`src/rtl/branch_info_if.sv`:
```
// Branch-info channel from the execute stage to the branch predictor.
//   o : producer side (execute stage) drives the resolved-branch fields
//   i : consumer side (predictor) samples them
// Fields:
//   pc           pc of the resolved branch
//   branch_addr  resolved target address
//   taken        branch was taken
//   branch_flag  fields are valid this cycle (instruction is a branch)
interface branch_info_if #(
  parameter int ADDR_WIDTH = 32
);
  logic [ADDR_WIDTH-1:0] pc;
  logic [ADDR_WIDTH-1:0] branch_addr;
  logic                  taken;
  logic                  branch_flag;

  modport o (output pc, branch_addr, taken, branch_flag);
  modport i (input  pc, branch_addr, taken, branch_flag);
endinterface

```
`src/rtl/btb_predictor.sv`:
```
// Direct-mapped branch target buffer with 2-bit saturating counters.
// Answers next-PC predictions to fetch combinationally and is trained by
// resolved branches through a one-stage registered update pipeline.
// Ports:
//   clk, rst_n   clock (rising edge), asynchronous active-low reset
//   binfo        resolved-branch channel, consumer side (branch_info_if.i)
//   flush        invalidate the whole table and drop any pending update
//   fetch_pc     fetch-stage lookup address (pc[1:0] ignored)
//   pred_hit     valid entry with matching tag
//   pred_taken   pred_hit & counter msb
//   pred_target  stored target on a hit, else 0
module btb_predictor #(
  parameter int ENTRIES    = 16,
  parameter int ADDR_WIDTH = 32
) (
  input  logic                  clk,
  input  logic                  rst_n,
  branch_info_if.i              binfo,
  input  logic                  flush,
  input  logic [ADDR_WIDTH-1:0] fetch_pc,
  output logic                  pred_hit,
  output logic                  pred_taken,
  output logic [ADDR_WIDTH-1:0] pred_target
);

  localparam int IDX_W = $clog2(ENTRIES);
  localparam int TAG_W = ADDR_WIDTH - IDX_W - 2;

  typedef logic [IDX_W-1:0] idx_t;
  typedef logic [TAG_W-1:0] tag_t;

  function automatic logic [1:0] sat_inc(input logic [1:0] c);
    return (c == 2'b11) ? 2'b11 : c + 2'b01;
  endfunction

  function automatic logic [1:0] sat_dec(input logic [1:0] c);
    return (c == 2'b00) ? 2'b00 : c - 2'b01;
  endfunction

  // Table storage
  logic [ENTRIES-1:0]    valid_q;
  tag_t                  tag_mem    [ENTRIES];
  logic [ADDR_WIDTH-1:0] target_mem [ENTRIES];
  logic [1:0]            ctr_mem    [ENTRIES];

  // Update register (stage 1)
  logic                  upd_v_q;
  idx_t                  upd_idx_q;
  tag_t                  upd_tag_q;
  logic [ADDR_WIDTH-1:0] upd_target_q;
  logic                  upd_taken_q;

  // Stage-2 control
  logic       upd_hit;
  logic       alloc;
  logic       train;
  logic       ctr_we;
  logic       tgt_we;
  logic [1:0] new_ctr;

  idx_t f_idx;
  tag_t f_tag;

  // Word-aligned addresses: the byte-offset bits carry no information.
  logic unused_ok;
  assign unused_ok = &{1'b0, fetch_pc[1:0], binfo.pc[1:0]};

  assign f_idx = fetch_pc[IDX_W+1:2];
  assign f_tag = fetch_pc[ADDR_WIDTH-1:IDX_W+2];

  // Lookup sees the table as it stood before the current edge; an update
  // sitting in the update register is deliberately not bypassed.
  always_comb begin
    pred_hit    = valid_q[f_idx] && (tag_mem[f_idx] == f_tag);
    pred_taken  = pred_hit && ctr_mem[f_idx][1];
    pred_target = pred_hit ? target_mem[f_idx] : '0;
  end

  always_comb begin
    // NOTE: every output of a combinational block is given a default first so
    // no path leaves it unassigned, which would otherwise infer a latch.
    alloc   = 1'b0;
    train   = 1'b0;
    new_ctr = 2'b10;
    upd_hit = valid_q[upd_idx_q] && (tag_mem[upd_idx_q] == upd_tag_q);
    // Flush drops the pending update at the same edge it clears the table.
    if (upd_v_q && !flush) begin
      alloc = !upd_hit && upd_taken_q;   // not-taken misses never allocate
      train = upd_hit;
    end
    if (train) begin
      new_ctr = upd_taken_q ? sat_inc(ctr_mem[upd_idx_q])
                            : sat_dec(ctr_mem[upd_idx_q]);
    end
    ctr_we = alloc || train;
    tgt_we = ctr_we && upd_taken_q;
  end

  // NOTE: sequential state is written with non-blocking assignments so all
  // registers update together at the edge regardless of statement order.
  always_ff @(posedge clk or negedge rst_n) begin
    if (!rst_n) begin
      valid_q <= '0;
      upd_v_q <= 1'b0;
    end else begin
      upd_v_q <= binfo.branch_flag && !flush;
      if (flush) begin
        valid_q <= '0;
      end else if (alloc) begin
        valid_q[upd_idx_q] <= 1'b1;
      end
    end
  end

  // NOTE: tags, targets, counters and the update payload are left unreset:
  // valid_q and upd_v_q gate every use, and resetless arrays map onto RAM.
  always_ff @(posedge clk) begin
    if (binfo.branch_flag) begin
      upd_idx_q    <= binfo.pc[IDX_W+1:2];
      upd_tag_q    <= binfo.pc[ADDR_WIDTH-1:IDX_W+2];
      upd_target_q <= binfo.branch_addr;
      upd_taken_q  <= binfo.taken;
    end
    if (ctr_we) ctr_mem[upd_idx_q]    <= new_ctr;
    if (tgt_we) target_mem[upd_idx_q] <= upd_target_q;
    if (alloc)  tag_mem[upd_idx_q]    <= upd_tag_q;
  end

endmodule

```
`src/flat_wrapper.sv`:
```
// flat-port wrapper written by rule: the top's interface ports become plain ports
module btb_predictor_flat 
#(
  parameter int ENTRIES    = 16,
  parameter int ADDR_WIDTH = 32
)
  (clk, rst_n, flush, fetch_pc, pred_hit, pred_taken, pred_target, binfo_pc, binfo_branch_addr, binfo_taken, binfo_branch_flag);
  branch_info_if #(.ADDR_WIDTH(ADDR_WIDTH)) binfo_i ();
  input  logic clk;
  input  logic rst_n;
  input  logic flush;
  input  logic [ADDR_WIDTH-1:0] fetch_pc;
  output logic pred_hit;
  output logic pred_taken;
  output logic [ADDR_WIDTH-1:0] pred_target;
  input wire logic [$bits(binfo_i.pc)-1:0] binfo_pc;
  input wire logic [$bits(binfo_i.branch_addr)-1:0] binfo_branch_addr;
  input wire logic [$bits(binfo_i.taken)-1:0] binfo_taken;
  input wire logic [$bits(binfo_i.branch_flag)-1:0] binfo_branch_flag;
  assign binfo_i.pc = binfo_pc;
  assign binfo_i.branch_addr = binfo_branch_addr;
  assign binfo_i.taken = binfo_taken;
  assign binfo_i.branch_flag = binfo_branch_flag;
  btb_predictor #(.ENTRIES(ENTRIES), .ADDR_WIDTH(ADDR_WIDTH)) u_core (.clk(clk), .rst_n(rst_n), .binfo(binfo_i), .flush(flush), .fetch_pc(fetch_pc), .pred_hit(pred_hit), .pred_taken(pred_taken), .pred_target(pred_target));
endmodule
```
`config.mk`:
```
export PLATFORM = sky130hd
export DESIGN_NAME = btb_predictor_flat
export DESIGN_NICKNAME = d
export VERILOG_FILES = /design/src/rtl/branch_info_if.sv /design/src/rtl/btb_predictor.sv /design/src/flat_wrapper.sv
export SDC_FILE = /design/constraint.sdc
export NUM_CORES = 1
export LEC_CHECK = 0
export CORE_UTILIZATION = 55
export DETAILED_ROUTE_END_ITERATION = 6
export PLACE_DENSITY = 0.73
export REMOVE_ABC_BUFFERS = 1
export SETUP_SLACK_MARGIN = 0.2
export SKIP_LAST_GASP = 1
export SYNTH_ARGS = -nofsm -noshare
export SYNTH_HDL_FRONTEND = slang
export SYNTH_SLANG_ARGS = --single-unit
```
`constraint.sdc`:
```
create_clock -name clk -period 4.1 [get_ports clk]
set_input_delay 0.41 -clock clk [delete_from_list [all_inputs] [get_ports clk]]
set_output_delay 0.41 -clock clk [all_outputs]
set_load 0.01 [all_outputs]
```
# [Word-level counts from Yosys, hierarchy flattened]
# Memories as Yosys holds them, arrays and structs flattened. A register that Yosys moved wholly into a read port is not among the register bits.
# Index checks and enable logic that the tools add are counted.
# W data, S select, Z words.
[classes] reduce_logical=13 add_sub_neg=2 eq_ne=3 n_lt_le_gt_ge=3 muxes=23 n_bitwise=1
[ops] op="$eq A26 B26 Y1" count=2
[ops] op="$mux W16" count=2
[ops] op="$mux W32" count=1
[ops] op="$or A16 B16 Y16" count=1
[ops] op="$mux W1" count=11
[ops] op="$lt A4 B5 Y1 const B" count=2
[ops] op="$bmux W1 S4" count=2
[ops] op="$logic_and A1 B1 Y1" count=8
[ops] op="$mux W2" count=4
[ops] op="$mux W4" count=2
[ops] op="$demux W1 S4" count=1
[ops] op="$ge A4 B1 Y1 const B" count=1
[ops] op="$add A2 B1 Y2 const B" count=1
[ops] op="$eq A2 B2 Y1 const B" count=1
[ops] op="$logic_not A1 Y1" count=2
[ops] op="$logic_not A2 Y1" count=1
[ops] op="$reduce_bool A2 Y1" count=1
[ops] op="$sub A2 B1 Y2 const B" count=1
[ops] op="$logic_or A1 B1 Y1" count=1
[totals] mem_bits_rw=960 regBits=80 mem_count=3
[memory_table] memory="u_core.target_mem" words=16 width=32 rd=1 rd_ports_with_merged_regs=0 write_ports=1 line="btb_predictor.sv:43" rtl="logic [ADDR_WIDTH-1:0] target_mem [ENTRIES];"
[memory_table] memory="u_core.tag_mem" words=16 width=26 rd=2 rd_ports_with_merged_regs=1 write_ports=1 line="btb_predictor.sv:42" rtl="tag_t tag_mem [ENTRIES];"
[memory_table] memory="u_core.ctr_mem" words=16 width=2 rd=2 rd_ports_with_merged_regs=1 write_ports=1 line="btb_predictor.sv:44" rtl="logic [1:0] ctr_mem [ENTRIES];"

# [Logic depth before layout (Yosys ltp)]
[logic_depth] ltp_word=10 ltp_mapped=14 depth_no_buf=8

# [Least setup slack after synthesis]
# No wires, ideal clock.
[synth_path] path_type="flip-flop to flip-flop" startpoint="reg (tool-made name)" endpoint="mem u_core.tag_mem[1][0] (netlist name) (enable)" t_arrival_ns=3.575 setup_slack_ns=0.117 required_time_ns=3.691 synth_period_minus_slack_ns=3.983 path_stages_with_launch=14 path_cell_list="dfxtp_1 buf_6 buf_6 buf_4 buf_2 mux4_2 mux2i_1 mux2i_1 xnor2_1 and4_1 nand4_1 nor2_1 buf_2 nor2_1"
[synth_rtl] item="to (decl)" line="btb_predictor.sv:42"

==> flow_summary_export.csv <==
group,metric,value,unit
die,die_w,285,µm
sta,finalCritPeriodShare,102,%
placement,placed_cell_area,48000,µm²
critical_path,crit_fanout,9,
cells_and_area,syn2layout_area_growth,18.3,%
yosys,ys_seq_area_share,71.0,%
cells_and_area,final_common_cell,"edfxtp_1",
clock_network,h-tree-depth,3,
yosys,synth_area_per_cell,22.2,µm²
clock_network,clk_path_buf_depth,3,
critical_path,r2r_slack,0.30,ns
drt,route.detailed.drc,0,
cells_and_area,nets,2371,
drt,drt-total-wl,110000,µm
power,power.density,456,nW/µm²
global_route,grt_start_max_net_pins,72,
die,io_pins,135,
sta,rsz0062_at_grt,"yes",
critical_path,timing.rr.end,"u_core.ctr_mem[10][1]$_DFFE_PP_",
cells_and_area,stdcell_area,52000,µm²
clock_network,numCtsBuffers,104,
yosys,netlist_instances,1982,
global_route,gr-total-overflow,0,
clock_network,ctsHoldBuffers,0,
sta,final_max_slew_viol_count,0,
sta,max-slew-margin-rel,29.3,%
cells_and_area,n_antenna_cell,0,
sta,layout_min_cycle_time,4.19,ns
critical_path,worstPathRequired,3.69,ns
cells_and_area,final_cell_mix,"edfxtp_1 (1023), mux4_2 (406), clkbuf_16 (106)",
cells_and_area,final_layout_size_suffix_gt1_share,36.1,%
critical_path,cp-end-kind,"output pin",
drt,dr_wl_met3,8860,µm
yosys,ys_warn_count,0,
yosys,synth_edf_count,1023,
yosys,synth_top_flop_cell,"edfxtp_1",
die,rows,103,
cells_and_area,stdcell_count,3406,
drt,vias_per_cell,6.65,
drt,antenna_left,0,
die,die_h,285,µm
global_route,grt_pass1_vias,23900,
drt,wirelength_met1,41100,µm
clock_network,path_clk_slew,0.06,ns
drt,num_vias,22600,
power,total_power,23.7,mW
drt,drtIter0Drc,2686,
run_status,violations,"negative setup slack",
sta,setup_viol,28,
yosys,yosysUniqueCellTypes,61,
yosys,synth_top_area_share,69.8,%
sta,skew,0.0556,ns
critical_path,cp_data_arrival_time,3.78,ns
die,initial_core_util,55.6,%
clock_network,cts_root_buf,"clkbuf_16",
drt,firstDrtPassIters,6,
cells_and_area,utilization,65.8,%
yosys,yosysTopAreaCell,"edfxtp_1",
global_route,antenna_found_initial,2,
yosys,synth_seq_cells,1044,
sta,hold_viol_final,0,
global_route,gr-usage-all-layers,27.7,%
sta,worst-slew-pin-transition,1.06,ns
critical_path,crit_type,"reg -> out",
yosys,async_flop_share,1.63,%
yosys,syn_area,44000,µm²
clock_network,clk_latency,0.72,ns
drt,top_layer,"met5",
placement,globalplace.congestion,0.838,
drt,wl_per_cell,32.4,µm
yosys,ys_top_cells_by_area,"edfxtp_1 (70%), mux4_2 (21%), mux2i_1 (1.2%)",
global_route,grt_pass1_wl,161000,µm
sta,fin_ws,-0.0909,ns
placement,portBuffers,130,
critical_path,critPathLaunchType,"flop",
die,core,79100,µm²
sta,fin_setup_tns,-1.55,ns
die,die-area,81100,µm²
cells_and_area,nFillCells,4998,
run_status,status,"complete, but fails checks",
min_path,worstHoldPathType,"in -> async",
sta,max_freq,239,MHz
placement,hpwlAfterDp,62800,µm
critical_path,ff2ff_path_depth,12,
power,leakage,17.0,nW
power,vdd_drop_max,0.415,mV
clock_network,cts_tree,"built",
clock_network,cts_sinks,1044,
placement,dp.cells,3185,
drt,wl_met2,56100,µm
job,drv_cap,0,
through the flow:
stage               setup WS, ns  hold WS [ns]
floorplan                  -3.22         0.114
global placement         -0.0571         0.529
detailed placement       -0.0891         0.540
CTS                      -0.0643         0.199
global route              -0.224         0.220
finish                   -0.0909         0.205
synthesized netlist by cell type, types with 5 or more instances:
cell,instances
and3_1,36
buf_1,15
buf_2,35
buf_4,9
buf_6,10
clkbuf_1,52
dfrtp_1,17
edfxtp_1,1023
inv_1,35
mux2_2,5
mux2i_1,51
mux4_1,11
mux4_2,406
nand2_1,33
nand2b_1,9
nand3_1,6
nand4_1,14
nor2_1,38
nor2b_1,7
nor3_1,9
o21a_1,17
o21ai_0,6
o22ai_1,24
or3_1,6
xnor2_1,38
xor2_1,10
worst max-delay path by stage:
| stage | to | from | slack, ns | depth (start not counted) |
|---|---|---|---|---|
| 3_5_place_dp | pred_target[2] | fetch_pc[2] | -0.09 | 11 |
| 2_1_floorplan | u_core.tag_mem[0][0]$_DFFE_PP_ | flop | -3.22 | 8 |
| 3_3_place_gp | pred_target[24] | fetch_pc[2] | -0.06 | 11 |
| 4_1_cts | pred_target[10] | u_core.tag_mem[11][16]$_DFFE_PP_ | -0.06 | 11 |
| 5_1_grt | pred_target[29] | u_core.tag_mem[7][25]$_DFFE_PP_ | -0.22 | 11 |
| 6_report | pred_target[29] | u_core.tag_mem[7][25]$_DFFE_PP_ | -0.09 | 11 |
report_power, final:
group	switching (mW)	internal, mW	leakage (nW)
combinational	0.782	0.853	5.65
sequential	0.228	11.9	9.58
clock	4.17	5.81	1.74
what timing repair did:
action	4_1_cts	5_1_grt
setup endpoints to repair	62	460
gates resized for setup	152	4
cloned	4	2
buffers inserted	14	9
pin swaps	3	2
state kept, by name, summed over array words and instances, names as in the netlist, named ones only:
name / flops
u_core.upd_target_q: 32
u_core.upd_idx_q: 4
u_core.valid_q: 16
u_core.upd_tag_q: 26
u_core.upd_v_q: 1
u_core.ctr_mem: 32
u_core.tag_mem: 416
u_core.target_mem: 512
u_core.upd_taken_q: 1
critical path, cell delays in order (launching register included):
cell,delay (ns)
edfxtp_1,0.39
mux4_2,0.50
mux4_2,0.52
xnor2_2,0.16
buf_4,0.15
nand4_1,0.17
nor4_4,0.31
buf_6,0.19
buf_12,0.12
buf_16,0.16
and3_4,0.19
clkdlybuf4s15_2,0.22
layer usage:
layer  GRT usage, %  vias up
met2           46.1     1304
met1           37.3    12000
met4           10.1        2
met5              0        -
li1               -     9102
met3           4.55      246
logic make-up after synthesis:
family | Yosys count | share of synthesized area [%]
DFF | 1044 | 71.0
muxes | 474 | 22.8
and+or+nand+nor | 184 | 2.34
buffers and inverters | 160 | 1.81
AOI/OAI and AO/OA | 71 | 1.13
xor gates and xnor gates | 48 | 0.956
adders and majority gates | 1 | 0.0228
layout make-up:
type | count | area [µm²] | area share [%]
flip-flops and latches | 1044 | 31200 | 60.0
multi-input cells | 778 | 12200 | 23.5
repair buffers | 306 | 3510 | 6.75
clock buffers | 121 | 2680 | 5.14
well taps | 1050 | 1310 | 2.53
clock inverters | 71 | 941 | 1.81
inverters | 36 | 135 | 0.260
Note: power is estimated with default switching activity, not from simulation.
